==> src/rtl/voice_alloc.sv <==
// Polyphony scheduler: assigns key press/release events to tone-generator voice slots,
// lowest-free-first, stealing the oldest voice when every slot is busy.
module voice_alloc #(
    parameter int unsigned NUM_VOICES = 4,
    parameter int unsigned AGE_WIDTH  = 4
) (
    input  logic                    clk,
    input  logic                    rst_n,
    input  logic                    ev_valid,
    output logic                    ev_ready,
    input  logic                    ev_on,
    input  logic [7:0]              ev_noteid,
    output logic [8*NUM_VOICES-1:0] voice_noteid,
    output logic [NUM_VOICES-1:0]   voice_busy,
    output logic [4:0]              active_count,
    output logic                    done,
    output logic                    steal,
    output logic                    retrig
);
    localparam int unsigned IdxW = (NUM_VOICES > 1) ? $clog2(NUM_VOICES) : 1;
    typedef logic [IdxW-1:0] idx_t;
    typedef enum logic [1:0] {StIdle, StScan, StCommit} state_e;

    state_e state_q, state_d;

    logic                 ev_on_q, ev_on_d;
    logic [7:0]           id_q, id_d;
    idx_t                 idx_q, idx_d;
    logic                 match_q, match_d;
    idx_t                 match_idx_q, match_idx_d;
    logic                 free_q, free_d;
    idx_t                 free_idx_q, free_idx_d;
    logic                 old_q, old_d;
    idx_t                 old_idx_q, old_idx_d;
    logic [AGE_WIDTH-1:0] old_age_q, old_age_d;

    logic [7:0]           noteid_q [NUM_VOICES];
    logic [7:0]           noteid_d [NUM_VOICES];
    logic [AGE_WIDTH-1:0] age_q [NUM_VOICES];
    logic [AGE_WIDTH-1:0] age_d [NUM_VOICES];
    logic [NUM_VOICES-1:0] busy_q, busy_d;
    logic [4:0]           count_q, count_d;
    logic                 done_q, done_d, steal_q, steal_d, retrig_q, retrig_d;

    always_ff @(posedge clk or negedge rst_n) begin
        if (!rst_n) state_q <= StIdle;
        else        state_q <= state_d;
    end

    always_comb begin
        state_d  = state_q;
        ev_ready = (state_q == StIdle);
        unique case (state_q)
            StIdle:   if (ev_valid) state_d = StScan;
            StScan:   if (idx_q == idx_t'(NUM_VOICES - 1)) state_d = StCommit;
            StCommit: state_d = StIdle;
            default:  state_d = StIdle;
        endcase
    end

    // Event latch and one-slot-per-cycle scan
    always_comb begin
        ev_on_d     = ev_on_q;
        id_d        = id_q;
        idx_d       = idx_q;
        match_d     = match_q;
        match_idx_d = match_idx_q;
        free_d      = free_q;
        free_idx_d  = free_idx_q;
        old_d       = old_q;
        old_idx_d   = old_idx_q;
        old_age_d   = old_age_q;
        if (state_q == StIdle && ev_valid) begin
            ev_on_d = ev_on;
            id_d    = ev_noteid;
            idx_d   = '0;
            match_d = 1'b0;
            free_d  = 1'b0;
            old_d   = 1'b0;
        end else if (state_q == StScan) begin
            if (idx_q != idx_t'(NUM_VOICES - 1)) idx_d = idx_q + idx_t'(1);
            if (busy_q[idx_q] && noteid_q[idx_q] == id_q && !match_q) begin
                match_d     = 1'b1;
                match_idx_d = idx_q;
            end
            if (!busy_q[idx_q] && !free_q) begin
                free_d     = 1'b1;
                free_idx_d = idx_q;
            end
            // Strict '>' keeps the lowest index on age ties
            if (busy_q[idx_q] && (!old_q || age_q[idx_q] > old_age_q)) begin
                old_d     = 1'b1;
                old_idx_d = idx_q;
                old_age_d = age_q[idx_q];
            end
        end
    end

    always_comb begin
        idx_t tgt;
        noteid_d = noteid_q;
        age_d    = age_q;
        busy_d   = busy_q;
        done_d   = 1'b0;
        steal_d  = 1'b0;
        retrig_d = 1'b0;
        tgt      = '0;
        if (state_q == StCommit) begin
            done_d = 1'b1;
            if (id_q != 8'd0) begin
                if (ev_on_q) begin
                    if (match_q) begin
                        tgt      = match_idx_q;
                        retrig_d = 1'b1;
                    end else if (free_q) begin
                        tgt = free_idx_q;
                        busy_d[tgt] = 1'b1;
                    end else begin
                        tgt     = old_idx_q;
                        steal_d = 1'b1;
                    end
                    noteid_d[tgt] = id_q;
                    for (int k = 0; k < int'(NUM_VOICES); k++) begin
                        if (idx_t'(k) == tgt) begin
                            age_d[k] = '0;
                        end else if (busy_q[k] && age_q[k] != '1) begin
                            age_d[k] = age_q[k] + AGE_WIDTH'(1);
                        end
                    end
                end else if (match_q) begin
                    noteid_d[match_idx_q] = 8'd0;
                    busy_d[match_idx_q]   = 1'b0;
                    age_d[match_idx_q]    = '0;
                end
            end
        end
        count_d = '0;
        for (int k = 0; k < int'(NUM_VOICES); k++) count_d = count_d + 5'(busy_d[k]);
    end

    always_ff @(posedge clk or negedge rst_n) begin
        if (!rst_n) begin
            ev_on_q     <= 1'b0;
            id_q        <= '0;
            idx_q       <= '0;
            match_q     <= 1'b0;
            match_idx_q <= '0;
            free_q      <= 1'b0;
            free_idx_q  <= '0;
            old_q       <= 1'b0;
            old_idx_q   <= '0;
            old_age_q   <= '0;
            for (int k = 0; k < int'(NUM_VOICES); k++) begin
                noteid_q[k] <= '0;
                age_q[k]    <= '0;
            end
            busy_q   <= '0;
            count_q  <= '0;
            done_q   <= 1'b0;
            steal_q  <= 1'b0;
            retrig_q <= 1'b0;
        end else begin
            ev_on_q     <= ev_on_d;
            id_q        <= id_d;
            idx_q       <= idx_d;
            match_q     <= match_d;
            match_idx_q <= match_idx_d;
            free_q      <= free_d;
            free_idx_q  <= free_idx_d;
            old_q       <= old_d;
            old_idx_q   <= old_idx_d;
            old_age_q   <= old_age_d;
            noteid_q    <= noteid_d;
            age_q       <= age_d;
            busy_q      <= busy_d;
            count_q     <= count_d;
            done_q      <= done_d;
            steal_q     <= steal_d;
            retrig_q    <= retrig_d;
        end
    end

    always_comb begin
        voice_noteid = '0;
        for (int k = 0; k < int'(NUM_VOICES); k++) voice_noteid[8*k +: 8] = noteid_q[k];
    end

    assign voice_busy   = busy_q;
    assign active_count = count_q;
    assign done         = done_q;
    assign steal        = steal_q;
    assign retrig       = retrig_q;
endmodule
==> config.mk <==
export PLATFORM = sky130hd
export DESIGN_NAME = voice_alloc
export DESIGN_NICKNAME = d
export VERILOG_FILES = /design/src/rtl/voice_alloc.sv
export SDC_FILE = /design/constraint.sdc
export NUM_CORES = 1
export LEC_CHECK = 0
export CORE_MARGIN = 5
export CORE_UTILIZATION = 46
export DETAILED_ROUTE_END_ITERATION = 6
export PLACE_DENSITY_LB_ADDON = 0.05
export SYNTH_ARGS = -nofsm -noshare
export SYNTH_HDL_FRONTEND = slang
export SYNTH_SLANG_ARGS = --single-unit
==> constraint.sdc <==
create_clock -name clk -period 5.4 [get_ports clk]
set_input_delay 0.81 -clock clk [delete_from_list [all_inputs] [get_ports clk]]
set_output_delay 0.81 -clock clk [all_outputs]
set_load 0.02 [all_outputs]
==> reports/qor.tcl <==
set qor(cts_hold_bufs) 0
set qor(post_placement_cell_count) 498
set qor(post_synth_num_cell_types) 51
set qor(multi_input_area_um2) 1858
set qor(slew_headroom_pct) 29.64
set qor(fp.coreArea_um2) 8678
set qor(yosysTopAreaCell) {sky130_fd_sc_hd__dfrtp_1}
set qor(worst_ir_drop_vdd_mv) 0.1994
set qor(syn_inst) 355
set qor(ys_dominant_reg_cell) {sky130_fd_sc_hd__dfrtp_1}
set qor(min_period_over_period_pct) 56.91
set qor(r2r_setup_slack_ns) 2.33
set qor(cts_root_buffer) {sky130_fd_sc_hd__clkbuf_8}
set qor(num_rows) 34
set qor(first_global_vias) 3042
set qor(top_post_synthesis_cells_by_area) {sky130_fd_sc_hd__dfrtp_1 51%, sky130_fd_sc_hd__a22o_1 8.1%, sky130_fd_sc_hd__mux4_2 6.6%}
set qor(antenna_found_initial) 0
set qor(r2r_end) {old_idx_q[0]}
set qor(max_stage_delay_ns) 0.89
set qor(asyncSetResetFlopFracSynth_pct) 100.0
set qor(post-route-drc-count) 0
set qor(fillerInstances) 753
set qor(final_antenna_net_count) 0
set qor(drive_above_1_share_pct) 10.84
set qor(critPathMostFrequentCell) {sky130_fd_sc_hd__o21a_1}
set qor(cp-end-kind) {flip-flop}
set qor(worst_ep_arrival_time_ns) 3.31
set qor(final_cell_count_no_fill) 514
set qor(die_width_um) 104.3
set qor(routed-via-count) 2989
set qor(design.final.nets) 425
set qor(yosysWarningCount) 0
set qor(syn_avg_cell_area_um2) 11.53
set qor(timing.fmax_mhz) 325.4
set qor(globalRouteOverflowTotal) 0
set qor(floorplan.initialDensity_pct) 47.17
set qor(grt_use_total_pct) 19.44
set qor(timing.critical_path.fanout_max) 19
set qor(crit_path_top_delay_cell) {sky130_fd_sc_hd__dfrtp_1}
set qor(reg2reg_start) {idx_q[1]}
set qor(routed_wl_mm) 10.19
set qor(yosysTopAreaCellShare_pct) 51.34
set qor(die_area_um2) 10890
set qor(grt_setup_unrepaired) {no}
set qor(mostFrequentLayoutCells) {84 x sky130_fd_sc_hd__dfrtp_1, 53 x sky130_fd_sc_hd__clkdlybuf4s50_1, 48 x sky130_fd_sc_hd__nand2_1, 38 x sky130_fd_sc_hd__a22o_1, 16 x sky130_fd_sc_hd__o21ai_1}
set qor(slew_viol_final) 0
set qor(layout_commonest_cell) {sky130_fd_sc_hd__dfrtp_1}
set qor(rr_worst_depth) 8
set qor(pin_count_of_the_biggest_net_entering_global_routing) 85
set qor(finalSetupViolCount) 0
set qor(cap_violations) 0
set qor(hold_viol) 0
set qor(synth_edf_count) 0
set qor(worst_hold_path_type) {flip-flop to flip-flop}
set qor(die_height_um) 104.3
set qor(hold_depth) 1
set qor(crit_chain) {mux4_2, ha_1, nor2b_1, o21a_1, o21a_1, o21ai_0, a21oi_1, mux2_2}
set qor(clock_pin_slew_reported_for_the_worst_setup_and_hold_paths_after_clock_tree_synthesis_ns) 0.08
set qor(setup_buffers_after_cts) 0
set qor(clkLatencyLatePin_ns) 0.35
set qor(viasPerCell) 5.815
set qor(worst-setup-path-type) {flip-flop to flip-flop}
set qor(detailedRoute.firstPassIterationCount) 4
set qor(powerDensity_nw_per_um2) 431.3
set qor(cts_buffer_depth) 2
set qor(mappedNetlistArea_um2) 4094
set qor(tritoncts) {done}
set qor(fin_total_pwr_mw) 2.103
set qor(final_period_minus_worst_setup_slack_ns) 3.073
set qor(cp-endpoint) {old_idx_q[0]}
set qor(outcome) {finished, final reports clean}
set qor(grt_first_pass_wirelength_mm) 16.87
set qor(timing.setup.tns_ns) 0
set qor(synth.ff_latch_count) 84
set qor(cts-buffers-inserted) 9
set qor(worst_slew_pin_tran_ns) 1.055
set qor(dr.first_iter.drc_count) 190
set qor(startpoint) {idx_q[1]}
set qor(cellLeakagePower_nw) 2.211
set qor(antenna_cells) 0
set qor(clock_sinks) 84
set qor(synth.yosys.seq_area_share_pct) 51.34
set qor(timing.hold.worst.start) {old_q}
set qor(drt-wirelength-per-cell_um) 19.82
set qor(finClkSkew_ns) 0.01513
set qor(io_buffers) 54
set qor(io_pins) 57
set qor(gp_congestion) 0.8597
set qor(cts_resized) 0
set qor(dp_hpwl_mm) 6.963
set qor(cp.required_ns) 5.64
set qor(register_area_um2) 2102
set qor(htree_num_levels) 3
set qor(worst_setup_path_start_kind) {flip-flop}
set qor(syn2layout_area_growth_pct) 19.10
## report_power, final
group	switching [mW]	internal [mW]	leakage [nW]
clock	0.241	0.216	0.100
combinational	0.362	0.338	0.971
sequential	0.199	0.747	1.14
total	0.801	1.30	2.21
## worst min path at each step
stage / endpoint
floorplan: old_q
global placement: age_q[3]
detailed placement: old_q
CTS: old_q
global route: old_age_q[2]
finish: old_q
## layer usage
metal	up-vias	global-route usage, %	share of wire (%)
li1	1405	-	-
met1	1499	29.61	49
met2	76	27.83	44
met3	9	4.904	5.5
met4	0	4.440	0.94
met5	-	0	0
## state kept, by name, indices dropped and copies added, names as in the netlist, 2 cells and up
signal        flops
id_q              8
active_count      3
old_age_q         4
free_idx_q        2
voice_busy        4
old_idx_q         2
age_q            16
idx_q             2
voice_noteid     32
state_q           2
match_idx_q       2
## logic make-up (layout without fill, tap and decap cells)
| logic type | Yosys count | after routing | synth area share (%) |
|---|---|---|---|
| compound gates | 96 | 96 | 16.99 |
| buf+inv | 30 | 80 | 3.362 |
| mux | 29 | 29 | 11.58 |
| fa+ha+maj | 12 | 12 | 3.851 |
| flops | 84 | 84 | 51.34 |
| simple gates | 95 | 95 | 11.06 |
| other cells | 1 | 2 | 0.09160 |
| xor+xnor | 8 | 8 | 1.711 |
## worst max-delay path, delay by kind of cell (launching register included)
family	cells	cell delay, ns
muxes	2	0.84
and+or+nand+nor	1	0.13
DFF	1	0.89
adders and majority gates	1	0.30
AOI/OAI and AO/OA	4	0.82
## metrics by stage
| step | hold slack (ns) | area (µm²) | utilization [%] | setup slack, ns |
|---|---|---|---|---|
| global placement | 0.4786 | 4678 | 53.91 | 2.335 |
| CTS | 0.4899 | 4876 | 56.19 | 2.247 |
| finish | 0.4840 | 4876 | 56.19 | 2.327 |
| detailed placement | 0.4703 | 4678 | 53.91 | 2.277 |
| global route | 0.5303 | 4876 | 56.19 | 2.038 |
| floorplan | 0.4501 | 4098 | - | 2.556 |
## Yosys cell counts, types with 3 or more instances
library cell	n
sky130_fd_sc_hd__a21boi_1	3
sky130_fd_sc_hd__a21o_1	4
sky130_fd_sc_hd__a21oi_1	11
sky130_fd_sc_hd__a22o_1	38
sky130_fd_sc_hd__a31oi_1	4
sky130_fd_sc_hd__clkbuf_1	15
sky130_fd_sc_hd__dfrtp_1	84
sky130_fd_sc_hd__ha_1	11
sky130_fd_sc_hd__inv_1	8
sky130_fd_sc_hd__mux2_1	4
sky130_fd_sc_hd__mux2_2	10
sky130_fd_sc_hd__mux4_2	12
sky130_fd_sc_hd__nand2_1	48
sky130_fd_sc_hd__nand3_1	6
sky130_fd_sc_hd__nand4_1	6
sky130_fd_sc_hd__nor2_1	14
sky130_fd_sc_hd__nor3_1	7
sky130_fd_sc_hd__o21a_1	4
sky130_fd_sc_hd__o21ai_0	4
sky130_fd_sc_hd__o21ai_1	16
sky130_fd_sc_hd__xnor2_1	4
sky130_fd_sc_hd__xor2_1	4
## final cells by class
class | instances | share of cell area, %
Sequential cell | 84 | 43.11
Clock buffer | 9 | 2.540
Inverter | 8 | 0.6159
Clock inverter | 7 | 1.514
Timing Repair Buffer | 56 | 11.34
Tap cell | 108 | 2.771
Multi-Input combinational cell | 242 | 38.11
Note: power is estimated with default switching activity, not from simulation.
